<file path="src/rtl/pipe_ctrl_pkg.sv">
// Shared definitions for the pipeline hazard/stall control slice.
package pipe_ctrl_pkg;

  typedef enum logic [1:0] {
    RUN    = 2'd0,
    DRAIN  = 2'd1,
    HALTED = 2'd2,
    ERROR  = 2'd3
  } state_t;

  localparam int MEM_TIMEOUT_DEF  = 64;
  localparam int DRAIN_CYCLES_DEF = 4;

  // Register x0 is hard-wired to zero and never creates a dependency.
  localparam logic [4:0] REG_X0 = 5'd0;

endpackage

</file>
<file path="src/rtl/pipe_hazard_ctrl_load_use_detect.sv">
// Combinational load-use comparator: the ID instruction needs a value that
// the load currently in EX has not produced yet.
module load_use_detect
  import pipe_ctrl_pkg::*;
(
  input  logic       ex_memread,
  input  logic [4:0] ex_rd,
  input  logic [4:0] id_rs1,
  input  logic [4:0] id_rs2,
  input  logic       id_uses_rs1,
  input  logic       id_uses_rs2,
  output logic       hazard
);

  // Match either used source against a non-x0 load destination.
  always_comb begin
    hazard = ex_memread && (ex_rd != REG_X0) &&
             ((id_uses_rs1 && (ex_rd == id_rs1)) ||
              (id_uses_rs2 && (ex_rd == id_rs2)));
  end

endmodule

</file>
<file path="src/rtl/pipe_hazard_ctrl.sv">
// Central stall/flush sequencer for the 5-stage pipeline: load-use bubbles,
// branch redirects, data-memory freezes, debug halt/drain and timeout trap.
module pipe_hazard_ctrl
  import pipe_ctrl_pkg::*;
#(
  parameter int MEM_TIMEOUT  = MEM_TIMEOUT_DEF,
  parameter int DRAIN_CYCLES = DRAIN_CYCLES_DEF,
  parameter int CNT_W        = 32
) (
  input  logic             clk,
  input  logic             rst,
  input  logic [4:0]       id_rs1,
  input  logic [4:0]       id_rs2,
  input  logic             id_uses_rs1,
  input  logic             id_uses_rs2,
  input  logic             ex_memread,
  input  logic [4:0]       ex_rd,
  input  logic             ex_branch_taken,
  input  logic             mem_req,
  input  logic             mem_ready,
  input  logic             halt_req,
  output logic             pc_stall,
  output logic             pc_redirect_en,
  output logic             ifid_stall,
  output logic             ifid_flush,
  output logic             idex_stall,
  output logic             idex_flush,
  output logic             exmem_stall,
  output logic             memwb_bubble,
  output logic             halt_ack,
  output logic             mem_err,
  output logic [CNT_W-1:0] stall_cnt,
  output logic [CNT_W-1:0] flush_cnt
);

  localparam int WW = $clog2(MEM_TIMEOUT) + 1;
  localparam int DW = $clog2(DRAIN_CYCLES) + 1;
  localparam logic [WW-1:0] WAIT_LAST  = WW'(MEM_TIMEOUT - 1);
  localparam logic [DW-1:0] DRAIN_LAST = DW'(DRAIN_CYCLES - 1);

  state_t        state;
  logic [WW-1:0] wait_cnt;
  logic [DW-1:0] drain_cnt;
  logic          mem_stall;
  logic          load_use_raw;
  logic          load_use;
  logic          drain_mode;
  logic          timeout;

  function automatic logic [CNT_W-1:0] sat_inc(input logic [CNT_W-1:0] v);
    return (&v) ? v : v + 1'b1;
  endfunction

  load_use_detect u_load_use (
    .ex_memread  (ex_memread),
    .ex_rd       (ex_rd),
    .id_rs1      (id_rs1),
    .id_rs2      (id_rs2),
    .id_uses_rs1 (id_uses_rs1),
    .id_uses_rs2 (id_uses_rs2),
    .hazard      (load_use_raw)
  );

  // Hazard terms; a taken branch squashes the dependent ID instruction anyway.
  always_comb begin
    mem_stall  = mem_req && !mem_ready;
    load_use   = load_use_raw && !ex_branch_taken;
    drain_mode = (state == DRAIN);
    timeout    = mem_stall && (wait_cnt == WAIT_LAST);
  end

  // Zero-latency control decode from state and current hazards.
  always_comb begin
    pc_stall       = 1'b0;
    pc_redirect_en = 1'b0;
    ifid_stall     = 1'b0;
    ifid_flush     = 1'b0;
    idex_stall     = 1'b0;
    idex_flush     = 1'b0;
    exmem_stall    = 1'b0;
    memwb_bubble   = 1'b0;
    halt_ack       = 1'b0;
    mem_err        = 1'b0;
    if (!rst) begin
      case (state)
        RUN, DRAIN: begin
          if (mem_stall) begin
            // EX is frozen, so any pending redirect simply waits.
            pc_stall     = 1'b1;
            ifid_stall   = 1'b1;
            idex_stall   = 1'b1;
            exmem_stall  = 1'b1;
            memwb_bubble = 1'b1;
          end else if (ex_branch_taken) begin
            pc_redirect_en = 1'b1;
            ifid_flush     = 1'b1;
            idex_flush     = 1'b1;
            pc_stall       = drain_mode;
          end else if (load_use) begin
            // While draining, IF/ID is flushed instead of held.
            pc_stall   = 1'b1;
            idex_flush = 1'b1;
            ifid_stall = !drain_mode;
            ifid_flush = drain_mode;
          end else begin
            pc_stall   = drain_mode;
            ifid_flush = drain_mode;
          end
        end
        HALTED: begin
          pc_stall   = 1'b1;
          ifid_flush = 1'b1;
          idex_flush = 1'b1;
          halt_ack   = 1'b1;
        end
        default: begin
          pc_stall     = 1'b1;
          ifid_stall   = 1'b1;
          idex_stall   = 1'b1;
          exmem_stall  = 1'b1;
          memwb_bubble = 1'b1;
          mem_err      = 1'b1;
        end
      endcase
    end
  end

  // Halt/drain/error FSM with wait, drain and performance counters.
  always_ff @(posedge clk) begin
    if (rst) begin
      state     <= RUN;
      wait_cnt  <= '0;
      drain_cnt <= '0;
      stall_cnt <= '0;
      flush_cnt <= '0;
    end else begin
      if (!mem_stall)
        wait_cnt <= '0;
      else if (wait_cnt != WAIT_LAST)
        wait_cnt <= wait_cnt + 1'b1;

      if (((state == RUN) || (state == DRAIN)) && (pc_stall || exmem_stall))
        stall_cnt <= sat_inc(stall_cnt);
      if (pc_redirect_en)
        flush_cnt <= sat_inc(flush_cnt);

      case (state)
        RUN: begin
          if (timeout) begin
            state <= ERROR;
          end else if (halt_req) begin
            state     <= DRAIN;
            drain_cnt <= '0;
          end
        end
        DRAIN: begin
          if (timeout)
            state <= ERROR;
          else if (!halt_req)
            state <= RUN;
          else if (!mem_stall) begin
            if (ex_branch_taken)
              drain_cnt <= '0;
            else if (drain_cnt == DRAIN_LAST)
              state <= HALTED;
            else
              drain_cnt <= drain_cnt + 1'b1;
          end
        end
        HALTED: begin
          if (timeout)
            state <= ERROR;
          else if (!halt_req)
            state <= RUN;
        end
        default: state <= ERROR;
      endcase
    end
  end

endmodule
</file>
<file path="config.mk">
export PLATFORM = sky130hd
export DESIGN_NAME = pipe_hazard_ctrl
export DESIGN_NICKNAME = d
export VERILOG_FILES = /design/src/rtl/pipe_ctrl_pkg.sv /design/src/rtl/pipe_hazard_ctrl_load_use_detect.sv /design/src/rtl/pipe_hazard_ctrl.sv
export SDC_FILE = /design/constraint.sdc
export NUM_CORES = 1
export LEC_CHECK = 0
export CAP_MARGIN = 10
export CORE_MARGIN = 3
export CORE_UTILIZATION = 40
export CTS_CLUSTER_DIAMETER = 100
export DETAILED_ROUTE_END_ITERATION = 10
export DONT_BUFFER_PORTS = 1
export PLACE_DENSITY = 0.65
export RECOVER_POWER = 50
export SETUP_SLACK_MARGIN = 0.02
export SLEW_MARGIN = 20
export SYNTH_ARGS = -nofsm -noshare
export SYNTH_HDL_FRONTEND = slang
export SYNTH_SLANG_ARGS = --single-unit
</file>
<file path="constraint.sdc">
create_clock -name clk -period 3.29 [get_ports clk]
set_input_delay 0.987 -clock clk [delete_from_list [all_inputs] [get_ports clk]]
set_output_delay 0.987 -clock clk [all_outputs]
set_load 0.05 [all_outputs]
</file>
After elaboration in Yosys (flattened, before gate mapping):

Index checks and enable logic that the tools add are counted.

* logic and storage cells: 104
* ROM bits: 0
* memories: 0
* register bits: 76
* latch bits: 0
* input port bits: 24
* RAM bits: 0
* output and inout port bits: 74

* reduce and logical (&&, ||, !) cells: 26
* div/mod/pow operators: 0
* $mul: 0
* add/sub/neg operators: 4
* bitwise logic cells: 3
* equal/unequal tests: 18
* shift operators: 0
* multiplexer cells: 48
* order comparisons: 0

Operators with widths (number)
* $add 32x1->32 const B: 2
* $reduce_and 32->1: 2
* $mux 1: 26
* $mux 3: 7
* $mux 2: 9
* $eq 5x5->1: 2
* $ne 2x2->1 const B: 5
* $ne 3x3->1 const B: 3
* $logic_and 1x1->1: 8
* $ne 4x3->1 const B: 2
* $pmux 1 s2: 4
* $add 7x1->7 const B: 1
* $eq 7x6->1 const B: 1
* $ne 7x6->1 const B: 1
* $reduce_and 7->1: 1
* $pmux 2 s3: 1
* $pmux 3 s2: 1
* $reduce_and 5->1: 1
* $reduce_bool 5->1: 1
* $ne 4x2->1 const B: 1
* $reduce_and 2->1: 2
* $reduce_or 2->1: 2
* $add 3x1->3 const B: 1
* $eq 3x2->1 const B: 1
* other kinds (8): 14

Longest topological paths before layout:

Gate-level depths: netlist of the first run.

* depth after elaboration: 13
* mapped depth: 9

Cells and area by module:

Synthesis of the first run repeated with hierarchy kept, for this count alone.

* cell total of the unflattened synthesis: 495
* area total of the unflattened synthesis: 4115.2 µm²

Modules (own cells, without submodules)
* pipe_hazard_ctrl: times used 1, cells each 478, sequential area each 1521.5 µm², area each 3981.3 µm²
* load_use_detect: times used 1, cells each 17, sequential area each 0.0 µm², area each 133.9 µm²

Least setup slack after synthesis of the first run:

OpenSTA, ideal clock, no wires.

* path type: in2out
* from: in mem_req
* to: out idex_stall
* stages on the path: 5
* data arrival time: 2.773 ns
* path slack: -0.470 ns
* buffers on the path: 2
* path through: nor2b_1 > clkbuf_1 > nand2_1 > o22ai_1 > buf_4

* cells in the longest elaborated chain, start to end: 4

Ends and longest elaborated chain
* from (decl): RTL line pipe_hazard_ctrl.sv:19 `input logic mem_req,`
* $logic_and 1x1->1: RTL line pipe_hazard_ctrl.sv:66 `mem_stall = mem_req && !mem_ready;`
* $mux 1
* $pmux 1 s2
* $mux 1
* to (decl): RTL line pipe_hazard_ctrl.sv:26 `output logic idex_stall,`

No other way between the ends.

Worst setup path in the final report of the first run:

* from: in ex_rd[0]
* to: out ifid_stall

* cells in the longest elaborated chain, start to end: 10

Ends and longest elaborated chain
* from (decl): RTL line pipe_hazard_ctrl.sv:17 `input logic [4:0] ex_rd,`
* $eq 5x5->1, on equally long branches: RTL line pipe_hazard_ctrl_load_use_detect.sv:18, pipe_hazard_ctrl_load_use_detect.sv:19
* $logic_and 1x1->1, on equally long branches: RTL line pipe_hazard_ctrl_load_use_detect.sv:18, pipe_hazard_ctrl_load_use_detect.sv:19
* $logic_or 1x1->1: RTL line pipe_hazard_ctrl_load_use_detect.sv:18 `((id_uses_rs1 && (ex_rd == id_rs1)) ||`
* $logic_and 1x1->1 (*): RTL line pipe_hazard_ctrl_load_use_detect.sv:17 `hazard = ex_memread && (ex_rd != REG_X0) &&`
* $logic_and 1x1->1 (*): RTL line pipe_hazard_ctrl.sv:67 `load_use = load_use_raw && !ex_branch_taken;`
* $mux 1 (*): RTL line pipe_hazard_ctrl.sv:99 `end else if (load_use) begin`
* $mux 1 (*): RTL line pipe_hazard_ctrl.sv:94 `end else if (ex_branch_taken) begin`
* $mux 1 (*): RTL line pipe_hazard_ctrl.sv:87 `if (mem_stall) begin`
* $pmux 1 s2 (*): RTL line pipe_hazard_ctrl.sv:85 `case (state)`
* $mux 1 (*): RTL line pipe_hazard_ctrl.sv:84 `if (!rst) begin`
* to (decl): RTL line pipe_hazard_ctrl.sv:24 `output logic ifid_stall,`

Every way passes the cells marked *; elsewhere a longest branch is shown, timed or not.

==> results of run 1 <==
==> worst reg2reg max path, stage by stage (launching register included) <==
cell and delay [ps]:
dfxtp_1 320, clkbuf_1 630, nand4_2 300, or3_4 480, or4_1 690, or3_1 360, a21oi_1 140
==> metal layers <==
| layer | GRT usage (%) | up-vias | wire length (um) | share of wire (%) |
|---|---|---|---|---|
| li1 | - | 1763 | - | - |
| met1 | 20.5 | 1653 | 4090 | 44 |
| met2 | 29.6 | 90 | 4530 | 49 |
| met3 | 6.58 | 7 | 631 | 6.8 |
| met4 | 4.18 | 0 | 75 | 0.80 |
| met5 | 0 | - | 0 | 0 |
==> sequential cells by signal (all words and copies together), names as in the netlist <==
signal     flops
flush_cnt     32
wait_cnt       7
state          2
drain_cnt      3
stall_cnt     32
==> stage by stage <==
| step | setup WS, ps | cell area [um2] | power (mW) |
|---|---|---|---|
| after floorplan | -85.4 | 3870 | 1.04 |
| after global placement | 16.2 | 4340 | 1.05 |
| after detailed placement | 10.3 | 4340 | 1.06 |
| after CTS | 10.1 | 4590 | 1.93 |
| after global routing | 0.976 | 4470 | 1.98 |
| final | 37.1 | 4470 | 1.91 |
==> cells in the final DEF (no fill, tap or decap), drive strengths merged, types with 2 or more instances in the layout <==
cell,Yosys,final
mux2i,5,5
dfxtp,76,76
or4,12,12
o21ai,24,24
o31ai,9,9
nand4b,3,3
or3,19,19
and4,5,5
buf,4,12
nor2b,6,6
nand2b,4,4
nand3,23,23
xnor2,27,27
inv,10,11
xor2,18,18
o22ai,2,2
nor4b,2,2
nand2,39,39
ha,5,5
a2111oi,3,3
and2,6,6
bufinv,0,3
nor2,60,60
nor3,6,6
nand4,23,23
clkinv,0,2
clkbuf,17,48
and3,8,8
a21oi,36,36
a211oi,6,6
a31oi,2,2
==> final timing paths <==
| path | end | slack [ps] | cells after the start |
|---|---|---|---|
| worst min register to register | wait_cnt[6]$_SDFFE_PP0P_ | 440 | 2 |
| worst max-delay path | ifid_stall | 40 | 5 |
| worst max register to register | flush_cnt[29]$_SDFFE_PP0P_ | 310 | 6 |
| worst min-delay path | wait_cnt[6]$_SDFFE_PP0P_ | 440 | 2 |
==> where the power goes <==
part / total, mW / switching (mW) / internal, mW
clock network: 0.873 / 0.348 / 0.525
logic: 0.107 / 0.0709 / 0.0358
registers: 0.927 / 0.00339 / 0.924
total: 1.91 / 0.422 / 1.48
==> layout make-up <==
class                           instances  area (um2)
Clock buffer                           10         138
Clock inverter                          6         109
Fill cell                             940        4810
Inverter                               10        37.5
Multi-Input combinational cell        363        2240
Sequential cell                        76        1520
Tap cell                              129         161
Timing Repair Buffer                   50         258
==> what timing repair did <==
action | in CTS | in global routing
endpoints found under the hold margin | 0 | 0
resized for setup | 0 | 4
endpoints found under the setup margin | 1 | 2
buffers inserted | 0 | 0
==> cells by family after synthesis <==
| group | after synthesis | share of synthesized area (%) |
|---|---|---|
| fa+ha+maj | 5 | 1.63 |
| simple gates | 218 | 29.9 |
| buf+inv | 31 | 3.26 |
| xor+xnor | 45 | 10.3 |
| flops | 76 | 39.6 |
| compound gates | 89 | 13.7 |
| mux | 6 | 1.60 |
==> flow_summary.json, run 1 <==
{
  "status": "completed",
  "fin_crit_ps": 3250,
  "syn_inst": 470,
  "cts.sinks": 76,
  "yosysWarnings": 0,
  "maxCapViolCount": 0,
  "boundaryPins": 98,
  "grt_usage_pct": 17.3,
  "max_clock_freq_ghz": 0.307,
  "firstDrtPassIters": 4,
  "post-place-cells": 628,
  "holdWs_ps": 443,
  "required_ps": 2300,
  "synth-main-ff-cell": "dfxtp_1",
  "h-tree-depth": 3,
  "yosysSeqAreaShare_pct": 39.6,
  "path_buf_inv": 0,
  "diodes": 0,
  "critical_path_class": "primary input to primary output",
  "synthDistinctLibCells": 48,
  "clock_latency_ps": 340,
  "drt_iter0_markers": 236,
  "grt_max_degree": 75,
  "rr_startpoint": "flush_cnt[7]$_SDFFE_PP0P_",
  "p_per_area_nw_per_um2": 427,
  "grt-ovfl-total": 0,
  "yosysTopAreaCell": "dfxtp_1",
  "yosys.area.top_type_share_pct": 39.6,
  "initial_core_util_pct": 41.4,
  "critical-path-slowest-cell": "or4_4",
  "antenna_found_initial": 0,
  "grt_pass1_vias": 3362,
  "clock_skew_ps": 18.0,
  "core-area_um2": 9280,
  "wirelength_mm": 9.33,
  "cts_made_buffers": 9,
  "synth_seq_cells": 76,
  "die-height_um": 104,
  "maxSlewViolCount": 0,
  "worstPathMaxFanout": 3,
  "area_growth_pct": 16.4,
  "start_kind": "primary input",
  "routedWlPerCell_um": 14.5,
  "postSynth.asyncResetShare_pct": 0,
  "crit_arrival_ps": 2270,
  "cts.clk_slew.worst_paths_ps": 60,
  "routed-via-count": 3513,
  "min_from": "wait_cnt[6]$_SDFFE_PP0P_",
  "die_x_um": 104,
  "cts_tree": "done",
  "setup_viol": 0,
  "via_per_inst": 5.45,
  "synth_common_cells": "dfxtp_1, nor2_1, nand2_1, a21oi_1, xnor2_1",
  "synth_edf_count": 0,
  "clockBufferDepth": 2,
  "fp.dieArea_um2": 10800,
  "drive_above_1_share_pct": 7.96,
  "ys_top_cells_by_area": "dfxtp_1, xnor2_1, nor2_1",
  "ctsRootBufferMaster": "clkbuf_8",
  "netlist_area_um2": 3840,
  "hpwl_mm": 6.74,
  "fin_cells": 644,
  "fin_setup_tns_ps": 0,
  "ir_worst_vdd_uv": 160,
  "grt_pass1_wl_mm": 15.8,
  "slew_headroom_pct": 42.6,
  "syn-num-nets": 499,
  "worstMarginPinSlew_ps": 861,
  "fin_crit_sh_pct": 98.9,
  "avgSynthCellArea_um2": 8.17,
  "cp-startpoint": "ex_rd[0]",
  "io_buffers": 0,
  "globalplace.congestion": 0.827,
  "max_stage_delay_ps": 530,
  "rsz0062_at_grt": "true",
  "postLayoutCoreUtil_pct": 48.1,
  "final_nets": 539,
  "worstPathCellList": "or4_4, o21ai_4, nand3b_1, nor2_1, o311a_4",
  "drc_errors": 0,
  "num_rows": 35,
  "path_delay_family": "simple AND/OR/NAND/NOR gates",
  "postRouteAntennaNets": 0,
  "hold_viol_final": 0,
  "power.leakage_nw": 1.44,
  "critPathCaptureType": "primary output",
  "yosysMostFrequentCell": "dfxtp_1",
  "hold_class": "register to register",
  "hold_buffers": 0
}
No activity file was read; power rests on OpenSTA's default activity.
==> run 2, diff against run 1 <==
Settings changed: SETUP_SLACK_MARGIN 0.02 to 0.1.
==> flow_summary.json, run 2 (synthesized netlist as in run 1, its figures left out) <==
{
  "cts.sinks": 76,
  "routed-via-count": 3542,
  "hpwl_mm": 6.87,
  "worstPathCellList": "or4_4, o21ai_4, nand3b_1, nor2_1, o311a_4",
  "largest_registers": "flush_cnt (32), stall_cnt (32), wait_cnt (7)",
  "firstDrtPassIters": 4,
  "maxCapViolCount": 0,
  "p_per_area_nw_per_um2": 419,
  "grt_usage_pct": 17.9,
  "routedWlPerCell_um": 14.6,
  "cp-startpoint": "ex_rd[0]",
  "slew_headroom_pct": 44.7,
  "maxSlewViolCount": 0,
  "final.fill_count": 954,
  "clock_latency_ps": 340,
  "setup_viol": 0,
  "ff2ff_path_depth": 6,
  "core-area_um2": 9280,
  "diodes": 0,
  "crit_arrival_ps": 2280,
  "fin_crit_ps": 3270,
  "critical_path_depth": 5,
  "start_kind": "primary input",
  "clock_skew_ps": 9.91,
  "hold_viol_final": 0,
  "initial_core_util_pct": 41.4,
  "holdWs_ps": 446,
  "required_ps": 2300,
  "wirelength_mm": 9.37,
  "path_delay_family": "simple AND/OR/NAND/NOR gates",
  "die-height_um": 104,
  "clockBufferDepth": 2,
  "via_per_inst": 5.52,
  "h-tree-depth": 3,
  "fin_cells": 642,
  "io_buffers": 0,
  "mostFrequentLayoutCells": "dfxtp_1, nor2_1, nand2_1, a21oi_1, clkbuf_1",
  "fin_crit_sh_pct": 99.3,
  "critical-path-slowest-cell": "or4_4",
  "hold_class": "register to register",
  "worstPathMaxFanout": 3,
  "area_growth_pct": 16.4,
  "pre_cts_slack_ps": -34.3,
  "final_common_cell": "dfxtp_1",
  "post-place-cells": 626,
  "power.leakage_nw": 1.43,
  "drive_above_1_share_pct": 8.77,
  "min_from": "wait_cnt[6]$_SDFFE_PP0P_",
  "globalplace.congestion": 0.773,
  "fp.dieArea_um2": 10800,
  "postRouteAntennaNets": 0,
  "grt_pass1_wl_mm": 16.4,
  "critPathCaptureType": "primary output",
  "fin_ws_ps": 23.0,
  "drc_errors": 0,
  "final_nets": 539,
  "ir_worst_vdd_uv": 227,
  "postLayoutCoreUtil_pct": 48.2,
  "min_path_cells": 2,
  "grt_pass1_vias": 3482,
  "status": "completed",
  "critical_path_class": "primary input to primary output",
  "die_x_um": 104,
  "boundaryPins": 98,
  "fin_setup_tns_ps": 0,
  "worstMarginPinSlew_ps": 830,
  "grt_max_degree": 75,
  "rsz0062_at_grt": "true",
  "max_stage_delay_ps": 530,
  "drt_iter0_markers": 81,
  "rr_startpoint": "flush_cnt[6]$_SDFFE_PP0P_",
  "grt-ovfl-total": 0,
  "cts_made_buffers": 9,
  "path_buf_inv": 0,
  "cts.clk_slew.worst_paths_ps": 80,
  "max_clock_freq_ghz": 0.306,
  "antenna_found_initial": 0,
  "cts_tree": "done",
  "num_rows": 35,
  "ctsRootBufferMaster": "clkbuf_8"
}
-- run 2: changes by cell type in the layout (fill, tap and decap cells not counted), moves of 2 or more --
cell / previous run / this run
buf_4: 10 / 13
clkbuf_1: 38 / 34
nor2_1: 60 / 58
nor2_2: 0 / 2
-- run 2: power breakdown --
part	internal [mW]	switching [mW]
registers	0.924	0.00426
logic	0.0398	0.0716
clock network	0.495	0.338
total	1.46	0.414
-- run 2: area by class of cell --
type | count | area (um2) | share of cell area [%]
Clock buffer | 9 | 124 | 2.77
Clock inverter | 5 | 103 | 2.29
Inverter | 10 | 37.5 | 0.840
Multi-Input combinational cell | 363 | 2250 | 50.3
Sequential cell | 76 | 1520 | 34.0
Tap cell | 129 | 161 | 3.61
Timing Repair Buffer | 50 | 277 | 6.19
-- run 2: metrics by stage --
stage	total power [mW]	cell area, um2
global placement	1.06	4330
detailed placement	1.06	4330
CTS	1.89	4570
floorplan	1.04	3880
finish	1.87	4470
global route	1.94	4470
-- run 2: per-layer routing --
layer | share of wire [%] | up-vias | GRT usage, %
li1 | - | 1767 | -
met1 | 43 | 1663 | 20.8
met2 | 47 | 104 | 30.3
met3 | 8.6 | 8 | 7.08
met4 | 1.1 | 0 | 5.70
met5 | 0 | - | 0
-- run 2: worst reg2reg max path, delay by kind of cell, from the launching register on --
family	cells	cell delay, ps
buf+inv	1	620
flops	1	310
compound gates	1	140
simple gates	4	1930
-- run 2: path summary, 6_finish.rpt --
path / endpoint / slack [ps]
setup / recovery: ifid_stall / 20
hold / removal: wait_cnt[6]$_SDFFE_PP0P_ / 450
setup reg to reg: flush_cnt[29]$_SDFFE_PP0P_ / 220
hold reg to reg: wait_cnt[6]$_SDFFE_PP0P_ / 450
-- run 2: repair_timing --
item	4_1_cts	5_1_grt
hold buffers	0	0
setup buffers	1	2
endpoints found under the setup margin	3	3
pin swaps	0	1
gates resized for setup	1	6
cloned	0	0
